<file path="config.mk">
export PLATFORM = sky130hd
export DESIGN_NAME = fmul_arbiter_flat
export DESIGN_NICKNAME = d
export VERILOG_FILES = /design/src/rtl/fmul_arbiter_if.sv /design/src/rtl/fmul_arbiter.sv /design/src/flat_wrapper.sv
export SDC_FILE = /design/constraint.sdc
export NUM_CORES = 1
export LEC_CHECK = 0
export CORE_MARGIN = 8
export CORE_UTILIZATION = 25
export DETAILED_ROUTE_END_ITERATION = 7
export DONT_BUFFER_PORTS = 1
export SLEW_MARGIN = 20
export SYNTH_ARGS = -nofsm -noshare
export SYNTH_HDL_FRONTEND = slang
export SYNTH_SLANG_ARGS = --single-unit
</file>
<file path="constraint.sdc">
create_clock -name i_clk -period 5 [get_ports i_clk]
set_clock_uncertainty 0.15 [all_clocks]
set_input_delay 0 -clock i_clk [delete_from_list [all_inputs] [get_ports i_clk]]
set_output_delay 0 -clock i_clk [all_outputs]
set_load 0.05 [all_outputs]
</file>
<file path="src/rtl/fmul_arbiter_if.sv">
// Bundle of request, multiplier and response signals around the shared fp multiplier.
// slave = arbiter side, master = requesters/multiplier/consumer side.
interface fmul_arbiter_if #(
  parameter int unsigned N_REQ = 4,
  parameter int unsigned ID_W  = 2
);
  logic [N_REQ-1:0]    i_req_valid;
  logic [32*N_REQ-1:0] i_req_a;
  logic [32*N_REQ-1:0] i_req_b;
  logic [N_REQ-1:0]    o_req_ready;
  logic [31:0]         o_mul_a;
  logic [31:0]         o_mul_b;
  logic [31:0]         i_mul_res;
  logic                o_rsp_valid;
  logic [ID_W-1:0]     o_rsp_id;
  logic [31:0]         o_rsp_res;
  logic                i_rsp_ready;
  logic                o_busy;

  modport slave (
    input  i_req_valid, i_req_a, i_req_b, i_mul_res, i_rsp_ready,
    output o_req_ready, o_mul_a, o_mul_b, o_rsp_valid, o_rsp_id, o_rsp_res, o_busy
  );

  modport master (
    output i_req_valid, i_req_a, i_req_b, i_mul_res, i_rsp_ready,
    input  o_req_ready, o_mul_a, o_mul_b, o_rsp_valid, o_rsp_id, o_rsp_res, o_busy
  );
endinterface

</file>
<file path="src/rtl/fmul_arbiter.sv">
// Round-robin sharing of one pipelined fp multiplier among N_REQ requesters, with an
// ID tag pipe matched to the multiplier latency and a credit-protected result FIFO.
module fmul_arbiter #(
  parameter int unsigned N_REQ      = 4,
  parameter int unsigned ID_W       = 2,
  parameter int unsigned MUL_LAT    = 2,
  parameter int unsigned FIFO_DEPTH = 4
) (
  input logic          i_clk,
  input logic          i_rst_n,
  fmul_arbiter_if.slave bus
);

  localparam int unsigned PTR_W = $clog2(FIFO_DEPTH);
  localparam int unsigned CNT_W = $clog2(FIFO_DEPTH + 1);

  logic [ID_W-1:0]  rr_ptr_q, rr_ptr_d;
  logic [MUL_LAT-1:0] tag_vld_q;
  logic [ID_W-1:0]  tag_id_q [MUL_LAT];
  logic [CNT_W-1:0] inflight_q, inflight_d;
  logic [CNT_W-1:0] count_q, count_d;
  logic [PTR_W-1:0] wr_ptr_q, rd_ptr_q;
  logic [ID_W-1:0]  fifo_id_q  [FIFO_DEPTH];
  logic [31:0]      fifo_res_q [FIFO_DEPTH];

  logic             can_issue;
  logic             gnt_vld;
  logic [ID_W-1:0]  gnt_id;
  logic [ID_W-1:0]  idx;
  logic             hs;
  logic             push;
  logic             pop;

  // Credit covers both queued results and ops still inside the multiplier.
  assign can_issue = ({1'b0, count_q} + {1'b0, inflight_q}) < (CNT_W + 1)'(FIFO_DEPTH);

  // Grant is suppressed while reset is asserted so o_req_ready clears immediately.
  always_comb begin
    gnt_vld = 1'b0;
    gnt_id  = '0;
    idx     = '0;
    if (can_issue && i_rst_n) begin
      for (int unsigned i = 0; i < N_REQ; i++) begin
        idx = ID_W'((32'(rr_ptr_q) + i) % N_REQ);
        if (!gnt_vld && bus.i_req_valid[idx]) begin
          gnt_vld = 1'b1;
          gnt_id  = idx;
        end
      end
    end
  end

  always_comb begin
    bus.o_req_ready = '0;
    bus.o_mul_a     = '0;
    bus.o_mul_b     = '0;
    if (gnt_vld) begin
      bus.o_req_ready[gnt_id] = 1'b1;
      bus.o_mul_a = bus.i_req_a[{gnt_id, 5'b0} +: 32];
      bus.o_mul_b = bus.i_req_b[{gnt_id, 5'b0} +: 32];
    end
  end

  assign hs   = gnt_vld;
  assign push = tag_vld_q[MUL_LAT-1];
  assign pop  = (count_q != '0) && bus.i_rsp_ready;

  always_comb begin
    rr_ptr_d = rr_ptr_q;
    if (hs) rr_ptr_d = ID_W'((32'(gnt_id) + 1) % N_REQ);
  end

  always_comb begin
    inflight_d = inflight_q;
    if (hs && !push)      inflight_d = inflight_q + 1'b1;
    else if (!hs && push) inflight_d = inflight_q - 1'b1;
  end

  always_comb begin
    count_d = count_q;
    if (push && !pop)      count_d = count_q + 1'b1;
    else if (!push && pop) count_d = count_q - 1'b1;
  end

  always_ff @(posedge i_clk or negedge i_rst_n) begin
    if (!i_rst_n) begin
      rr_ptr_q   <= '0;
      tag_vld_q  <= '0;
      inflight_q <= '0;
      count_q    <= '0;
      wr_ptr_q   <= '0;
      rd_ptr_q   <= '0;
      for (int unsigned j = 0; j < MUL_LAT; j++) tag_id_q[j] <= '0;
    end else begin
      rr_ptr_q     <= rr_ptr_d;
      inflight_q   <= inflight_d;
      count_q      <= count_d;
      tag_vld_q[0] <= hs;
      tag_id_q[0]  <= gnt_id;
      for (int unsigned j = 1; j < MUL_LAT; j++) begin
        tag_vld_q[j] <= tag_vld_q[j-1];
        tag_id_q[j]  <= tag_id_q[j-1];
      end
      if (push) wr_ptr_q <= wr_ptr_q + 1'b1;
      if (pop)  rd_ptr_q <= rd_ptr_q + 1'b1;
    end
  end

  // Storage needs no reset: only entries between the pointers are ever observed.
  always_ff @(posedge i_clk) begin
    if (push) begin
      fifo_id_q[wr_ptr_q]  <= tag_id_q[MUL_LAT-1];
      fifo_res_q[wr_ptr_q] <= bus.i_mul_res;
    end
  end

  assign bus.o_rsp_valid = (count_q != '0);
  assign bus.o_rsp_id    = fifo_id_q[rd_ptr_q];
  assign bus.o_rsp_res   = fifo_res_q[rd_ptr_q];
  assign bus.o_busy      = (inflight_q != '0) || (count_q != '0);

  a_no_push_when_full: assert property (
    @(posedge i_clk) disable iff (!i_rst_n) !(push && (count_q == CNT_W'(FIFO_DEPTH)))
  );

endmodule
</file>
<file path="src/flat_wrapper.sv">
// flat-port wrapper written by rule: the top's interface ports become plain ports
module fmul_arbiter_flat 
#(
  parameter int unsigned N_REQ      = 4,
  parameter int unsigned ID_W       = 2,
  parameter int unsigned MUL_LAT    = 2,
  parameter int unsigned FIFO_DEPTH = 4
)
  (i_clk, i_rst_n, bus_i_req_valid, bus_i_req_a, bus_i_req_b, bus_i_mul_res, bus_i_rsp_ready, bus_o_req_ready, bus_o_mul_a, bus_o_mul_b, bus_o_rsp_valid, bus_o_rsp_id, bus_o_rsp_res, bus_o_busy);
  fmul_arbiter_if #(.N_REQ(N_REQ), .ID_W(ID_W)) bus_i ();
  input logic i_clk;
  input logic i_rst_n;
  input wire logic [$bits(bus_i.i_req_valid)-1:0] bus_i_req_valid;
  input wire logic [$bits(bus_i.i_req_a)-1:0] bus_i_req_a;
  input wire logic [$bits(bus_i.i_req_b)-1:0] bus_i_req_b;
  input wire logic [$bits(bus_i.i_mul_res)-1:0] bus_i_mul_res;
  input wire logic [$bits(bus_i.i_rsp_ready)-1:0] bus_i_rsp_ready;
  output wire logic [$bits(bus_i.o_req_ready)-1:0] bus_o_req_ready;
  output wire logic [$bits(bus_i.o_mul_a)-1:0] bus_o_mul_a;
  output wire logic [$bits(bus_i.o_mul_b)-1:0] bus_o_mul_b;
  output wire logic [$bits(bus_i.o_rsp_valid)-1:0] bus_o_rsp_valid;
  output wire logic [$bits(bus_i.o_rsp_id)-1:0] bus_o_rsp_id;
  output wire logic [$bits(bus_i.o_rsp_res)-1:0] bus_o_rsp_res;
  output wire logic [$bits(bus_i.o_busy)-1:0] bus_o_busy;
  assign bus_i.i_req_valid = bus_i_req_valid;
  assign bus_i.i_req_a = bus_i_req_a;
  assign bus_i.i_req_b = bus_i_req_b;
  assign bus_i.i_mul_res = bus_i_mul_res;
  assign bus_i.i_rsp_ready = bus_i_rsp_ready;
  assign bus_o_req_ready = bus_i.o_req_ready;
  assign bus_o_mul_a = bus_i.o_mul_a;
  assign bus_o_mul_b = bus_i.o_mul_b;
  assign bus_o_rsp_valid = bus_i.o_rsp_valid;
  assign bus_o_rsp_id = bus_i.o_rsp_id;
  assign bus_o_rsp_res = bus_i.o_rsp_res;
  assign bus_o_busy = bus_i.o_busy;
  fmul_arbiter #(.N_REQ(N_REQ), .ID_W(ID_W), .MUL_LAT(MUL_LAT), .FIFO_DEPTH(FIFO_DEPTH)) u_core (.i_clk(i_clk), .i_rst_n(i_rst_n), .bus(bus_i));
endmodule
</file>
Word-level counts from Yosys, hierarchy flattened
Memories as Yosys holds them, arrays and structs flattened.
Cells that the tools add are included.
{ "classes": {"addsub": 11, "magnitude_cmp": 7, "shifts": 2, "muxes": 32, "n_reduce_logical": 21} }
{ "op_table": {"columns": ["cell", "n"], "rows": [
  ["$shiftx 128x8->32", 2],
  ["$mux 32", 2],
  ["$lt 2x3->1 const B", 5],
  ["$mux 1", 15],
  ["$mux 3", 4],
  ["$logic_and 1x1->1", 10],
  ["$mux 2", 5],
  ["$add 2x1->2 const B", 4],
  ["$bmux 1 s2", 4],
  ["$add 3x1->3 const B", 2],
  ["$logic_not 1->1", 6],
  ["$reduce_bool 3->1", 2],
  ["$sub 3x1->3 const B", 2],
  ["$add 2x2->2 const B", 2],
  ["$add 3x3->4", 1],
  ["$lt 4x3->1 const B", 1],
  ["$mux 4", 1],
  ["$reduce_bool 2->1", 2],
  ["$demux 1 s2", 1],
  ["$ge 2x1->1 const B", 1],
  ["$logic_or 1x1->1", 1]
]} }
{ "word_totals": {"ff_bits": 18, "ramBits": 136, "inputBits": 295, "elab_cells": 83, "memories": 2} }
{ "mem_list": {"columns": ["name", "depth", "width", "rd", "rd_clocked_by_memory_dff", "wr", "line_no", "text"], "rows": [
  ["u_core.fifo_res_q", 4, 32, 1, 0, 1, "fmul_arbiter.sv:24", "logic [31:0] fifo_res_q [FIFO_DEPTH];"],
  ["u_core.fifo_id_q", 4, 2, 1, 0, 1, "fmul_arbiter.sv:23", "logic [ID_W-1:0] fifo_id_q [FIFO_DEPTH];"]
]} }

Logic depth before layout (Yosys ltp)
Gate-level depths: netlist of the first run.
{ "depth": {"ltp_word": 21, "mapped_depth": 10, "depth_no_buf": 9} }

Worst setup path before layout of the first run
OpenSTA, ideal clock, no wires.
{ "synth_timing": {"path_kind": "register to output", "start": "register u_core.count_q[2]", "end": "output bus_o_mul_b[10]", "arrival_time_ps": 2643, "t_required_ps": 4850, "path_slack_ps": 2207, "stages_incl_launch_ff": 9, "path_cell_list": "dfrtp_1 ha_1 nor4b_1 and2_1 o221a_2 buf_4 clkbuf_1 a221oi_2 nor2_1"} }
{ "synth_via": {"elab_chain_cells": 6, "elab_cells_between_ends": 7, "cone_classes": "1 x add/sub; 1 x order compare; 1 x shift; 3 x mux; 1 x reduce/logical"} }
{ "synth_rtl": {"columns": ["item", "line_no", "text"], "rows": [
  ["start, declared", "fmul_arbiter.sv:21", "logic [CNT_W-1:0] count_q, count_d;"],
  ["start signal, assigned", "fmul_arbiter.sv:97", "count_q <= count_d;"],
  ["$add 3x3->4 *", "fmul_arbiter.sv:35", "assign can_issue = ({1'b0, count_q} + {1'b0, inflight_q}) < (CNT_W + 1)'(FIFO_DEPTH);"],
  ["$lt 4x3->1 *", "fmul_arbiter.sv:35", null],
  ["$logic_and 1x1->1 *", "fmul_arbiter.sv:42", "if (can_issue && i_rst_n) begin"],
  ["$mux 2", "fmul_arbiter.sv:42", null],
  ["$shiftx 128x8->32", "fmul_arbiter.sv:60", "bus.o_mul_b = bus.i_req_b[{gnt_id, 5'b0} +: 32];"],
  ["$mux 32 *", "fmul_arbiter.sv:57", "if (gnt_vld) begin"],
  ["end, declared", "flat_wrapper.sv:20", "output wire logic [$bits(bus_i.o_mul_b)-1:0] bus_o_mul_b;"]
]} }
Mark *: on every way between the ends. The rest lies on a longest branch, timed or not.

Final worst setup path of the first run
{ "layout_timing": {"start": "input i_rst_n", "end": "output bus_o_mul_b[15]"} }
{ "layout_via": {"elab_chain_cells": 4, "elab_cells_between_ends": 5, "cone_classes": "1 x shift; 3 x mux; 1 x reduce/logical"} }
{ "layout_rtl": {"columns": ["item", "line_no", "text"], "rows": [
  ["start, declared", "flat_wrapper.sv:12", "input logic i_rst_n;"],
  ["$logic_and 1x1->1 *", "fmul_arbiter.sv:42", null],
  ["$mux 2", "fmul_arbiter.sv:42", null],
  ["$shiftx 128x8->32", "fmul_arbiter.sv:60", null],
  ["$mux 32 *", "fmul_arbiter.sv:57", null]
]} }
Marked as above.

==> results of run 1 <==
==> power by group <==
group	switching, mW	internal [mW]	leakage (nW)
registers	0	1.40	1.44
logic	0.0211	0.0238	1.55
clock network	0.538	0.708	0.287
total	0.559	2.13	3.28
==> cell families (layout without fill, tap and decap cells) <==
kind of cell	count (synthesis)	in the layout	share of synthesized area
compound gates	133	133	0.220
flops	154	154	0.555
mux	37	37	0.0978
buf+inv	58	118	0.0439
simple gates	94	94	0.0513
other cells	0	6	0
xor+xnor	9	9	0.00964
fa+ha+maj	14	14	0.0233
==> state kept, by name (all words and copies together), names as in the netlist <==
name and flops:
u_core.fifo_res_q 128, u_core.fifo_id_q 8, u_core.tag_id_q 4, u_core.count_q 3, u_core.inflight_q 3, u_core.rd_ptr_q 2
u_core.rr_ptr_q 2, u_core.tag_vld_q 2, u_core.wr_ptr_q 2
==> worst max-delay path, stage by stage <==
cell,delay [ps]
dlygate4sd3_1,1110
nor4b_1,330
and3_1,410
o21a_4,480
buf_16,310
buf_4,550
a221oi_1,200
nor2_1,150
buf_4,220
==> per-stage QoR <==
step | util | instances | area (µm²) | power (mW) | hold WS [ps]
after detailed placement | 0.270 | 930 | 8730 | 1.43 | -445
final | 0.301 | 1007 | 9740 | 2.69 | -4.46
after CTS | 0.300 | 1000 | 9700 | 2.72 | 13.0
after global placement | 0.270 | 930 | 8730 | 1.43 | -445
after global routing | 0.301 | 1002 | 9730 | 2.77 | 51.9
after floorplan | - | 499 | 8180 | 1.43 | -446
==> metal layers <==
metal  global-route usage  wire, µm
met2                0.218     13600
met3               0.0766      3530
met1                0.142      9600
met4               0.0460       669
met5                    0        39
==> Yosys cell counts (3+ instances only) <==
library cell  instances  area, µm²
xnor2_1               4       35.0
buf_2                20        100
nor2b_1               4       25.0
a221oi_2            100       1500
xor2_1                5       43.8
nand2_1               3       11.3
mux4_2               34        766
dfrtp_1              18        450
a221oi_1             28        245
clkbuf_1             13       48.8
ha_1                 12        150
mux2_2                3       33.8
and2_1                9       56.3
inv_1                 6       22.5
edfxtp_1            136       4080
nor2_1               68        255
buf_6                15        169
==> layout make-up <==
type | instances | area share
well taps | 442 | 0.0568
repair buffers | 79 | 0.0740
multi-input cells | 287 | 0.339
diodes | 6 | 0.00154
clock buffers | 17 | 0.0437
inverters | 7 | 0.00283
flip-flops and latches | 154 | 0.466
clock inverters | 15 | 0.0164
==> path summary, 6_finish.rpt <==
kind | from | end | cells after the start | slack [ps]
max | i_rst_n | bus_o_mul_b[15] | 9 | 990
min | i_rst_n | u_core.inflight_q[2] | 1 | -4
max reg2reg | u_core.count_q[2] | u_core.rr_ptr_q[1] | 7 | 2120
min reg2reg | u_core.tag_id_q[3] | u_core.tag_id_q[1] | 0 | 200
max in group asynchronous | i_rst_n | u_core.rd_ptr_q[0] | 1 | 4110
min in group i_clk | bus_i_req_valid[1] | u_core.tag_id_q[3] | 3 | 30
==> what timing repair did <==
| item | CTS | global route |
|---|---|---|
| hold endpoints to repair | 154 | 0 |
| hold buffers | 38 | 0 |
| resized for setup | 0 | 0 |
==> flow_summary.yaml, run 1 <==
setup_path:
  worstSetupEndpointType: "output port"
  worstPathRequired_ps: 4850
  crit_arrival_ps: 3860
  critPathMaxFanout: 49
  crit_type: "primary input to output port"
  startpoint_type: "primary input"
finish:
  mostFrequentLayoutCells: "edfxtp_1 (136), a221oi_2 (100), nor2_1 (68), buf_4 (39), dlygate4sd3_1 (38)"
  multi_input_area_um2: 3300
  seq_area_um2: 4540
  fillCellCount: 3212
  layout.nets: 855
  syn_to_final_growth_pct: 19.1
  drive_gt1_frac: 0.392
  final_common_cell: "edfxtp_1"
detailed_routing:
  antenna_left: 0
  drc: 0
  num_vias: 5196
  wire_per_inst_um: 27.2
  first_pass_iters: 5
  drt-vias-per-instance: 5.16
  drt_iter0_markers: 254
  wl_mm: 27.4
power:
  ir_worst_vdd_v: 0.000218
  power_density_nw_per_um2: 276
  p_leak_nw: 3.28
sta:
  tns_ps: 0
  postLayoutSetupSlackWorst_ps: 994
  finalCritPeriodShare: 0.801
  maxSlewHeadroom: 0.236
  hold_viol: 6
  clock.fmax_mhz: 250
  finalSetupViolCount: 0
  final_max_slew_viol_count: 0
  worst_slew_pin_slew_ps: 1140
  timing.hold.ws_ps: -4.46
  rsz0062_at_grt: "false"
  period_needed_ps: 4010
clock_tree:
  cts_setup_buffers: 0
  cts.reportedPaths.clkPinSlew_ps: 70
  ctsLongestPathBuffers: 2
  clock_latency_ps: 410
  tritoncts: "built"
  htree_levels: 4
  cts_num_sinks: 154
  cts_root_buffer: "clkbuf_16"
  numCtsBuffers: 17
outcome:
  violations: "negative hold slack"
  status: "complete, but fails checks"
synthesis:
  synth_edf_count: 136
  avgSynthCellArea_um2: 16.4
  synth_area_um2: 8180
  yosysWarnings: 0
  async_flop_share: 0.117
  synth_cell_types: 34
  synth_cells: 499
  syn-num-nets: 808
  synthFlopType: "edfxtp_1"
  ys_ff_latch: 154
  ys_seq_area_frac: 0.555
floorplanning:
  die_w_um: 197
  num_rows: 66
  die_h_um: 197
  initial_core_util: 0.253
  coreArea_um2: 32400
  pin_count: 399
  die_area_um2: 38700
grt:
  grt_pass1_wl_mm: 38.2
  grt_max_degree: 133
  grt_overflow: 0
  first_global_vias: 5463
  grtUsageTotal: 0.133
  antenna_found_initial: 9
hold_path:
  hold_class: "primary input to asynchronous set/reset pin"
placed_design:
  place_ws_ps: 1260
  numPortBuffers: 0
  hpwl_mm: 21.5
  gp_congestion: 0.889
job:
  drv_cap: 0
No activity file was read; power rests on OpenSTA's default activity.
==> inputs of run 2 (changes only) <==
==> constraint.sdc (replaced) <==
create_clock -name i_clk -period 3.95 [get_ports i_clk]
set_clock_uncertainty 0.15 [all_clocks]
set_input_delay 0 -clock i_clk [delete_from_list [all_inputs] [get_ports i_clk]]
set_output_delay 0 -clock i_clk [all_outputs]
set_load 0.05 [all_outputs]
==> run 2 against run 1 <==
  * Clock-buffer cell count unchanged
  * Cell count up 2.6%
  * Core utilization up 0.86 points
  * Die area unchanged
  * First-iteration DRC count up 11%
  * Non-clock buffer count up 29
  * The run still ends with negative hold slack left
  * Via count up 0.81%
  * Global-route usage up 0.22 points
  * Sequential share of layout area down 1.3 points
  * Sequential cell count unchanged
  * Critical path depth unchanged
  * Routed wire length up 1.8%
==> flow_summary.yaml, run 2 (synthesis gave the netlist of run 1 again) <==
clock_tree:
  cts_num_sinks: 154
  htree_levels: 4
  cts_root_buffer: "clkbuf_16"
  clock_latency_ps: 420
  tritoncts: "built"
  ctsLongestPathBuffers: 2
  post_cts_resized: 0
  cts.reportedPaths.clkPinSlew_ps: 70
  ctsHoldBuffers: 39
  numCtsBuffers: 17
  cts_setup_buffers: 0
sta:
  hold_viol: 15
  clock.fmax_mhz: 275
  final_max_slew_viol_count: 0
  timing.hold.ws_ps: -17.8
  postLayoutSetupSlackWorst_ps: 308
  tns_ps: 0
  maxSlewHeadroom: 0.312
  finalSetupViolCount: 0
  period_needed_ps: 3640
  worst_slew_pin_slew_ps: 1030
  finalCritPeriodShare: 0.922
  rsz0062_at_grt: "false"
setup_path:
  crit_type: "register to output port"
  rr_worst_depth: 10
  crit_top_cell: "buf_12"
  reg2reg_to: "u_core.inflight_q[2]"
  worstPathRequired_ps: 3800
  crit_chain: "ha_1, nor4b_1, and2_1, nor3b_4, buf_12, buf_12, a221oi_1, nor2_1, buf_4"
  slowest_stage: "dfrtp_1"
  crit_family: "simple AND/OR/NAND/NOR gates"
  critPathBufInv: 3
  startpoint_type: "register"
  critPathMaxFanout: 77
  crit_arrival_ps: 3490
  ff2ff_setup_slack_ps: 1030
  max_stage_delay_ps: 420
  worstSetupEndpointType: "output port"
  rr_startpoint: "u_core.count_q[2]"
floorplanning:
  coreArea_um2: 32400
  die_h_um: 197
  die_area_um2: 38700
  die_w_um: 197
  pin_count: 399
  num_rows: 66
  initial_core_util: 0.253
placed_design:
  hpwl_mm: 21.3
  dp.cells: 959
  gp_congestion: 0.921
  place_ws_ps: 837
  numPortBuffers: 0
grt:
  grt_max_degree: 97
  grt_overflow: 0
  grtUsageTotal: 0.135
  antenna_found_initial: 6
  grt_pass1_wl_mm: 38.9
  first_global_vias: 5574
power:
  power_density_nw_per_um2: 345
  ir_worst_vdd_v: 0.000246
  p_total_mw: 3.45
  p_leak_nw: 3.45
finish:
  final_common_cell: "edfxtp_1"
  drive_gt1_frac: 0.422
  reg_top3: "u_core.fifo_res_q (128), u_core.fifo_id_q (8), u_core.tag_id_q (4)"
  syn_to_final_growth_pct: 22.5
  fin_util: 0.310
  layout.cells.non_filler: 1033
  largest-register: "u_core.fifo_res_q"
  fillCellCount: 3196
  largest_reg_flops: 128
  layout.nets: 884
  mostFrequentLayoutCells: "edfxtp_1 (136), a221oi_2 (100), nor2_1 (68), buf_4 (64), dlygate4sd3_1 (39)"
hold_path:
  hold_class: "primary input to asynchronous set/reset pin"
detailed_routing:
  first_pass_iters: 5
  wl_met3_mm: 2.88
  top_layer: "met5"
  drt-vias-per-instance: 5.07
  num_vias: 5238
  met1_length_mm: 10.7
  antenna_left: 0
  drc: 0
  drt_iter0_markers: 282
  wl_mm: 27.9
  met2_length_mm: 13.9
  wire_per_inst_um: 27.0
outcome:
  violations: "negative hold slack"
  status: "complete, but fails checks"
job:
  drv_cap: 0
## run 2: cell types whose count changed in the layout (fill, tap and decap cells not counted), sizes merged
| cell | before | now |
|---|---|---|
| inv | 15 | 12 |
| dlygate4sd3 | 38 | 39 |
| bufinv | 1 | 0 |
| clkinvlp | 1 | 0 |
| clkinv | 5 | 10 |
| diode | 6 | 3 |
| buf | 41 | 69 |
## run 2: layout make-up
type,count,area [µm²],area share
Tap cell,442,553,0.0552
Antenna cell,3,7.51,0.000749
Inverter,7,27.5,0.00275
Sequential cell,154,4540,0.453
Clock inverter,15,196,0.0196
Timing Repair Buffer,108,971,0.0969
Clock buffer,17,425,0.0425
Multi-Input combinational cell,287,3300,0.330
## run 2: worst max path at each step
stage	startpoint	end	cells past startpoint
after detailed placement	u_core.count_q[2]	bus_o_mul_a[0]	9
after global routing	i_rst_n	bus_o_mul_a[1]	9
after CTS	i_rst_n	bus_o_mul_a[0]	9
final	u_core.count_q[2]	bus_o_mul_a[0]	9
after global placement	u_core.count_q[2]	bus_o_mul_a[1]	9
after floorplan	u_core.count_q[2]	bus_o_mul_b[10]	8
## run 2: power breakdown
part	leakage (nW)	switching, mW	internal (mW)
logic	1.71	0.0268	0.0308
clock network	0.301	0.760	0.867
registers	1.44	0	1.77
## run 2: metal layers
layer / track usage / vias up
met3: 0.0582 / 28
met5: 0 / -
li1: - / 2276
met1: 0.160 / 2642
met4: 0.0306 / 6
met2: 0.225 / 286
## run 2: through the flow
stage	hold slack [ps]	area [µm²]
floorplan	-446	8180
global placement	-445	9000
detailed placement	-445	9000
CTS	9.93	10000
global route	46.1	10000
finish	-17.8	10000
